[src/rtl/inertial_pkg.sv]
// Shared FSM state type and default tuning constants for the inertial integrator.
package inertial_pkg;

  typedef enum logic [1:0] {
    S_IDLE,
    S_MUL,
    S_UPD,
    S_DONE
  } state_e;

  localparam logic [15:0] DEF_RATE_OFFSET = 16'h0050;
  localparam logic [15:0] DEF_ACC_OFFSET  = 16'h00A0;
  localparam int          DEF_ACC_GAIN    = 327;
  localparam int          DEF_FUSE_STEP   = 1024;

endpackage

[src/rtl/sat_accum.sv]
// Saturating y = a - b + c on IW-bit signed operands, computed two bits wider.
module sat_accum #(
  parameter int IW = 27
) (
  input  logic signed [IW-1:0] a,
  input  logic signed [IW-1:0] b,
  input  logic signed [IW-1:0] c,
  output logic signed [IW-1:0] y
);

  localparam logic signed [IW+1:0] MAXV = {3'b000, {(IW-1){1'b1}}};
  localparam logic signed [IW+1:0] MINV = {3'b111, {(IW-1){1'b0}}};

  logic signed [IW+1:0] wide;

  always_comb begin
    wide = (IW+2)'(a) - (IW+2)'(b) + (IW+2)'(c);
    if (wide > MAXV) begin
      y = MAXV[IW-1:0];
    end else if (wide < MINV) begin
      y = MINV[IW-1:0];
    end else begin
      y = wide[IW-1:0];
    end
  end

endmodule

[src/rtl/inertial_integrator_mc.sv]
// Multi-channel gyro integrator with accelerometer leak fusion; one shared
// multiplier walks the channels in a MUL/UPD pair per channel.
module inertial_integrator_mc
  import inertial_pkg::*;
#(
  parameter int           NCH         = 2,
  parameter int           W           = 16,
  parameter int           FRAC        = 11,
  parameter logic [W-1:0] RATE_OFFSET = DEF_RATE_OFFSET,
  parameter logic [W-1:0] ACC_OFFSET  = DEF_ACC_OFFSET,
  parameter int           ACC_GAIN    = DEF_ACC_GAIN,
  parameter int           FUSE_STEP   = DEF_FUSE_STEP
) (
  input  logic             clk,
  input  logic             rst,
  input  logic             vld,
  input  logic [NCH*W-1:0] rate,
  input  logic [NCH*W-1:0] acc,
  input  logic             fuse_en,
  input  logic             clr_ovr,
  output logic [NCH*W-1:0] angle,
  output logic             angle_vld,
  output logic             busy,
  output logic             ovr
);

  localparam int IW = W + FRAC;
  localparam int PW = W + 10;
  localparam int CW = (NCH > 1) ? $clog2(NCH) : 1;

  state_e                state_q, state_d;
  logic [CW-1:0]         ch_q, ch_d;
  logic [NCH*W-1:0]      rate_q, rate_d;
  logic [NCH*W-1:0]      acc_q, acc_d;
  logic                  fuse_q, fuse_d;
  logic signed [PW-1:0]  prod_q, prod_d;
  logic signed [IW-1:0]  integ_q [NCH];
  logic signed [IW-1:0]  integ_d [NCH];
  logic                  ovr_q, ovr_d;

  logic [W-1:0]          acc_diff, rate_comp;
  logic signed [PW-1:0]  prod_mul;
  logic signed [W-1:0]   acc_ang, angle_cur;
  logic signed [IW-1:0]  integ_cur, rate_ext, leak, integ_upd;

  always_comb begin
    acc_diff  = acc_q[ch_q*W +: W] - ACC_OFFSET;
    rate_comp = rate_q[ch_q*W +: W] - RATE_OFFSET;
    prod_mul  = PW'($signed(acc_diff)) * PW'(ACC_GAIN);
    acc_ang   = W'(prod_q >>> 13);
    integ_cur = integ_q[ch_q];
    angle_cur = $signed(integ_cur[IW-1:FRAC]);
    rate_ext  = IW'($signed(rate_comp));
    leak      = '0;
    if (fuse_q) begin
      leak = (acc_ang > angle_cur) ? IW'(FUSE_STEP) : -IW'(FUSE_STEP);
    end
  end

  sat_accum #(.IW(IW)) u_sat_accum (
    .a (integ_cur),
    .b (rate_ext),
    .c (leak),
    .y (integ_upd)
  );

  always_comb begin
    state_d = state_q;
    ch_d    = ch_q;
    rate_d  = rate_q;
    acc_d   = acc_q;
    fuse_d  = fuse_q;
    prod_d  = prod_q;
    integ_d = integ_q;
    ovr_d   = ovr_q;
    case (state_q)
      S_IDLE: begin
        if (vld) begin
          rate_d  = rate;
          acc_d   = acc;
          fuse_d  = fuse_en;
          ch_d    = '0;
          state_d = S_MUL;
        end
      end
      S_MUL: begin
        prod_d  = prod_mul;
        state_d = S_UPD;
      end
      S_UPD: begin
        integ_d[ch_q] = integ_upd;
        if (ch_q == CW'(NCH - 1)) begin
          state_d = S_DONE;
        end else begin
          ch_d    = ch_q + CW'(1);
          state_d = S_MUL;
        end
      end
      default: state_d = S_IDLE;
    endcase
    // A dropped sample in the same cycle as a clear must stay visible.
    if (clr_ovr) ovr_d = 1'b0;
    if (vld && (state_q != S_IDLE)) ovr_d = 1'b1;
  end

  always_ff @(posedge clk) begin
    if (rst) begin
      state_q <= S_IDLE;
      ch_q    <= '0;
      rate_q  <= '0;
      acc_q   <= '0;
      fuse_q  <= 1'b0;
      prod_q  <= '0;
      ovr_q   <= 1'b0;
      for (int unsigned i = 0; i < NCH; i++) integ_q[i] <= '0;
    end else begin
      state_q <= state_d;
      ch_q    <= ch_d;
      rate_q  <= rate_d;
      acc_q   <= acc_d;
      fuse_q  <= fuse_d;
      prod_q  <= prod_d;
      ovr_q   <= ovr_d;
      integ_q <= integ_d;
    end
  end

  always_comb begin
    angle = '0;
    for (int unsigned i = 0; i < NCH; i++) angle[i*W +: W] = integ_q[i][IW-1:FRAC];
  end

  assign angle_vld = (state_q == S_DONE);
  assign busy      = (state_q != S_IDLE);
  assign ovr       = ovr_q;

endmodule

[config.mk]
export PLATFORM = sky130hd
export DESIGN_NAME = inertial_integrator_mc
export DESIGN_NICKNAME = d
export VERILOG_FILES = /design/src/rtl/inertial_pkg.sv /design/src/rtl/sat_accum.sv /design/src/rtl/inertial_integrator_mc.sv
export SDC_FILE = /design/constraint.sdc
export NUM_CORES = 1
export LEC_CHECK = 0
export BUFFER_PORTS_ARGS = -buffer_cell sky130_fd_sc_hd__buf_4
export CAP_MARGIN = 20
export CELL_PAD_IN_SITES_DETAIL_PLACEMENT = 0
export CELL_PAD_IN_SITES_GLOBAL_PLACEMENT = 1
export CORE_MARGIN = 3
export CORE_UTILIZATION = 46
export CTS_BUF_LIST = sky130_fd_sc_hd__clkbuf_16
export CTS_CLUSTER_DIAMETER = 50
export DETAILED_ROUTE_END_ITERATION = 10
export PLACE_DENSITY_LB_ADDON = 0.25
export RECOVER_POWER = 100
export SETUP_SLACK_MARGIN = 0.05
export SLEW_MARGIN = 15
export SYNTH_ARGS = -nofsm -noshare
export SYNTH_HDL_FRONTEND = slang
export SYNTH_HIERARCHICAL = 1
export SYNTH_SLANG_ARGS = --single-unit
[constraint.sdc]
create_clock -name clk -period 9.28 [get_ports clk]
set_input_delay 1.392 -clock clk [delete_from_list [all_inputs] [get_ports clk]]
set_output_delay 1.392 -clock clk [all_outputs]
set_load 0.05 [all_outputs]
Word-level counts from Yosys, hierarchy flattened
Index checks and enable logic that the tools add are counted.
{"block": "word_totals", "reg_bits": 149, "inputBits": 69, "elab_cells": 53, "output_inout_bits": 35}
{"block": "op_classes", "add_sub_neg": 5, "n_reduce_logical": 8, "bitwise_logic": 1, "magnitude_cmp": 5, "n_mul": 1, "mux": 18, "n_eq_ne": 4, "shifts": 2}
{"op": "2-to-1 mux 27 bit", "n": 8}
{"op": "indexed part select 32 x 6 -> 16 bit", "n": 2}
{"op": "bitwise mux 54 bit", "n": 1}
{"op": "adder 28 x 27 -> 29 bit", "n": 1}
{"op": "greater-than comparator 29 x 27 -> 1 bit, second input constant", "n": 1}
{"op": "< comparator 29 x 27 -> 1 bit, second input constant", "n": 1}
{"op": "subtractor 27 x 16 -> 28 bit", "n": 1}
{"op": "demux 27 bit (select 1 bit)", "n": 1}
{"op": "multiplier 16 x 10 -> 26 bit, second input constant", "n": 1}
{"op": "greater-than comparator 13 x 16 -> 1 bit", "n": 1}
{"op": "subtractor 16 x 7 -> 16 bit, second input constant", "n": 1}
{"op": "subtractor 16 x 8 -> 16 bit, second input constant", "n": 1}
{"op": "case mux 2 bit (3 select lines)", "n": 1}
{"op": "nonzero test 2 bit", "n": 3}
{"op": "== test 2 bit, second input constant", "n": 2}
{"op": "2-to-1 mux 1 bit", "n": 4}
{"op": "2-to-1 mux 2 bit", "n": 2}
{"op": "AND reduction 2 bit", "n": 2}
{"op": "== test 2 x 1 -> 1 bit, second input constant", "n": 1}
{"op": "greater-or-equal comparator 2 bit, second input constant", "n": 1}
{"op": "logical AND 1 bit", "n": 2}
{"op": "zero test 2 bit", "n": 1}
{"op": "< comparator 2 x 1 -> 1 bit, second input constant", "n": 1}
{"op": "inequality test 2 bit, second input constant", "n": 1}
{"op": "3 further kinds", "n": 3}

Longest topological paths before layout
{"block": "logic_depth", "word_depth": 12, "ltp_mapped": 28, "ltp_nobuf": 23}

Cells and area by module
The synthesis kept the hierarchy.
{"mod": "inertial_integrator_mc", "cells_each": 1171, "instances": 1, "seq_area_each_um2": 2722.6, "area_each_um2": 9497.9}
{"mod": "sat_accum", "cells_each": 397, "instances": 1, "seq_area_each_um2": 0.0, "area_each_um2": 2807.7}

Least setup slack after synthesis
OpenSTA, ideal clock, no wires.
{"block": "synth_path", "path_kind": "flip-flop to flip-flop", "from": "register ch_q", "to": "register prod_q[22]", "setup_time_ns": 0.117, "arrival_time_ns": 7.029, "required_ns": 9.163, "synth_period_minus_slack_ns": 7.147, "slack_ns": 2.133, "path_buffers": 4, "stages_incl_launch_ff": 27, "path_cell_list": "dfxtp_1 buf_4 buf_2 buf_1 clkbuf_1 mux2i_1 ha_1 or2b_2 a22oi_4 nor3_1 xor2_1 mux2i_1 inv_1 ha_1 ha_1 fa_1 fa_1 inv_1 fa_1 inv_1 ha_1 nand4_1 o22ai_1 a211oi_2 nor4_1 or4_1 a32o_1"}
{"block": "synth_between", "elab_chain_len": 3}
{"item": "start: declaration", "line": "inertial_integrator_mc.sv:32", "source": "logic [CW-1:0] ch_q, ch_d;"}
{"item": "start signal: assignment", "line": "inertial_integrator_mc.sv:118", "source": "ch_q <= ch_d;"}
{"item": "indexed part select 32 x 6 -> 16 bit", "line": "inertial_integrator_mc.sv:47", "source": "acc_diff = acc_q[ch_q*W +: W] - ACC_OFFSET;"}
{"item": "subtractor 16 x 8 -> 16 bit", "line": "inertial_integrator_mc.sv:47"}
{"item": "multiplier 16 x 10 -> 26 bit", "line": "inertial_integrator_mc.sv:49", "source": "prod_mul = PW'($signed(acc_diff)) * PW'(ACC_GAIN);"}
{"item": "end signal: assignment", "line": "inertial_integrator_mc.sv:122", "source": "prod_q <= prod_d;"}
{"item": "end: declaration", "line": "inertial_integrator_mc.sv:36", "source": "logic signed [PW-1:0] prod_q, prod_d;"}
No other way between the ends.
A chain may end at the register's enable or synchronous reset.

Final worst setup path
Same ends and word-level chain as after synthesis.

==> flow_metrics.env <==
export IMPL_status="finished with violations"
export IMPL_violations="max-capacitance violations, max-slew violations"
export IMPL_clk_pin_slew_ns=0.06
export IMPL_num_vias=10300
export IMPL_fin_crit_ns=7.77
export IMPL_tightest_slew_ns=3.34
export IMPL_r2r_slack_ns=1.51
export IMPL_yosys_register_bits=136
export IMPL_cp_end_kind="flip-flop"
export IMPL_hold_class="flip-flop to flip-flop"
export IMPL_postSynthCellCount=1568
export IMPL_ys_top_cells_by_area="dfxtp_1 22%, ha_1 13%, fa_1 11%"
export IMPL_fin_crit_sh_pct=83.7
export IMPL_maxCapViolCount=2
export IMPL_crit_arrival_ns=8.08
export IMPL_worst_hold_slack_ns=0.451
export IMPL_placementRows=59
export IMPL_post_dp_hpwl_um=23800
export IMPL_fin_worst_skew_ns=0.0127
export IMPL_drv_slew=129
export IMPL_gp_congestion=0.851
export IMPL_synth_edf_count=0
export IMPL_first_global_vias=10100
export IMPL_cts_inserted_buffers=17
export IMPL_maxSlewHeadroom_pct=-122
export IMPL_core_um2=26200
export IMPL_setup_tns_ns=0
export IMPL_antenna_found_initial=0
export IMPL_syn_area_um2=12300
export IMPL_yosys_cell_count_top_type="nand2_1"
export IMPL_die_area_um2=28700
export IMPL_nFillCells=2611
export IMPL_seq_area_frac_synth_pct=22.1
export IMPL_setup_viol_count_final=0
export IMPL_async_reset_ff_share_pct=0
export IMPL_root_buffer="clkbuf_16"
export IMPL_clk_path_buf_depth=2
export IMPL_post_drt_wl_per_cell_um=15.7
export IMPL_path_class="flip-flop to flip-flop"
export IMPL_hold_violations=0
export IMPL_clock_sinks=136
export IMPL_area_growth_pct=9.16
export IMPL_worstPathRequired_ns=9.59
export IMPL_track_usage_pct=21.7
export IMPL_synthDistinctLibCells=74
export IMPL_nets=1877
export IMPL_cts_resized=0
export IMPL_clkLatencyLatePin_ns=0.43
export IMPL_grt_pass1_wl_um=50900
export IMPL_initial_core_util_pct=47.0
export IMPL_dr_pass1_iters=5
export IMPL_synth_top_cells_by_count="291 x nand2_1, 234 x inv_1, 183 x a21oi_1"
export IMPL_layout_drive_gt1_share_pct=9.22
export IMPL_viasPerCell=5.22
export IMPL_synth_ff_type="dfxtp_1"
export IMPL_ioPinCount=104
export IMPL_yosysWarnings=6
export IMPL_io_buffers=103
export IMPL_die_h_um=170
export IMPL_antenna_left=0
export IMPL_grt_max_degree=72
export IMPL_drc=0
export IMPL_rsz0062_at_grt="false"
export IMPL_crit_fanout=43
export IMPL_postCtsSetupBuffers=0
export IMPL_die_w_um=170
export IMPL_wl_um=30700
export IMPL_drtIter0Drc=511
export IMPL_cts_tree="done"
export IMPL_cp_start_kind="flip-flop"
export IMPL_diodes=0
export IMPL_grt_overflow=0
export IMPL_fmax_mhz=129
export IMPL_synth_top_area_share_pct=22.1
export IMPL_hold_buffers=0
export IMPL_yosysTopAreaCell="dfxtp_1"
export IMPL_htreeDepth=4
export IMPL_avgSynthCellArea_um2=7.85
[layer usage]
metal | vias up | track usage (%) | wire length (µm)
met2 | 219 | 33.2 | 13000
met4 | 0 | 6.65 | 709
met5 | - | 0 | 0
met1 | 4749 | 31.6 | 15600
met3 | 44 | 3.47 | 1430
li1 | 5239 | - | -
[through the flow]
stage / cells / setup slack, ns / utilization [%] / instance area [µm²]
floorplan: 1578 / 2.13 / - / 12300
global placement: 1929 / 2.05 / 49.9 / 13100
detailed placement: 1930 / 1.80 / 50.0 / 13100
CTS: 1962 / 1.81 / 52.1 / 13700
global route: 1962 / 0.987 / 51.3 / 13400
finish: 1962 / 1.51 / 51.3 / 13400
[cells by family after synthesis]
| family | synth area share (%) |
|---|---|
| AND/OR/NAND/NOR | 16.0 |
| AO/OA/AOI/OAI | 17.2 |
| buffers and inverters | 11.6 |
| adder cells (fa/ha/maj) | 23.9 |
| flip-flops | 22.1 |
| multiplexers | 5.19 |
| XOR/XNOR | 3.90 |
| other | 0.0305 |
[worst max-delay path, stage by stage (launching register included)]
cell      delay (ns)
dfxtp_4         0.78
mux2i_1         0.34
ha_1            0.31
or2b_2          0.29
a22oi_1         0.53
nor3_1          0.12
xor2_1          0.17
mux2i_1         0.46
inv_1           0.22
ha_1            0.34
ha_1            0.30
fa_1            0.47
fa_1            0.55
inv_1           0.05
fa_1            0.49
inv_1           0.04
ha_1            0.34
nand4_1         0.21
o22ai_1         0.15
a211oi_1        0.60
nor4_1          0.14
or4_1           0.50
a32o_1          0.25
[final timing paths]
path / start / end / depth (start not counted)
max: ch_q / prod_q[22] / 22
min: rate_q[0] / rate_q[0] / 2
max reg2reg: ch_q / prod_q[22] / 22
min reg2reg: rate_q[0] / rate_q[0] / 2
[cell type report]
class / instances / area (µm²) / area share (%)
clock inverter: 15 / 141 / 1.05
multi-input combinational: 1112 / 8120 / 60.4
clock buffer: 17 / 425 / 3.17
timing repair buffer: 113 / 726 / 5.40
sequential: 136 / 2730 / 20.3
inverter: 234 / 878 / 6.54
tap: 335 / 419 / 3.12
[sequential cells by signal (all words and copies together), names as in the netlist]
register and cells:
fuse_q 1, prod_q 13, ch_q 1, angle 32, integ_q 22, rate_q 32, ovr 1, acc_q 32
state_q 2
[cell usage in the layout, fill, tap and decap left out, types with 29 or more instances in the layout]
cell type and instances:
mux2i_1 39, o21ai_0 66, a21oi_1 183, nand2_1 291
clkbuf_1 36, nor2_1 42, fa_1 69, ha_1 125
inv_1 235, xnor2_1 29, buf_4 76, dfxtp_1 135
Power is not shown: default switching activity piles up to over one toggle a cycle in this logic, so the estimate is an artifact.
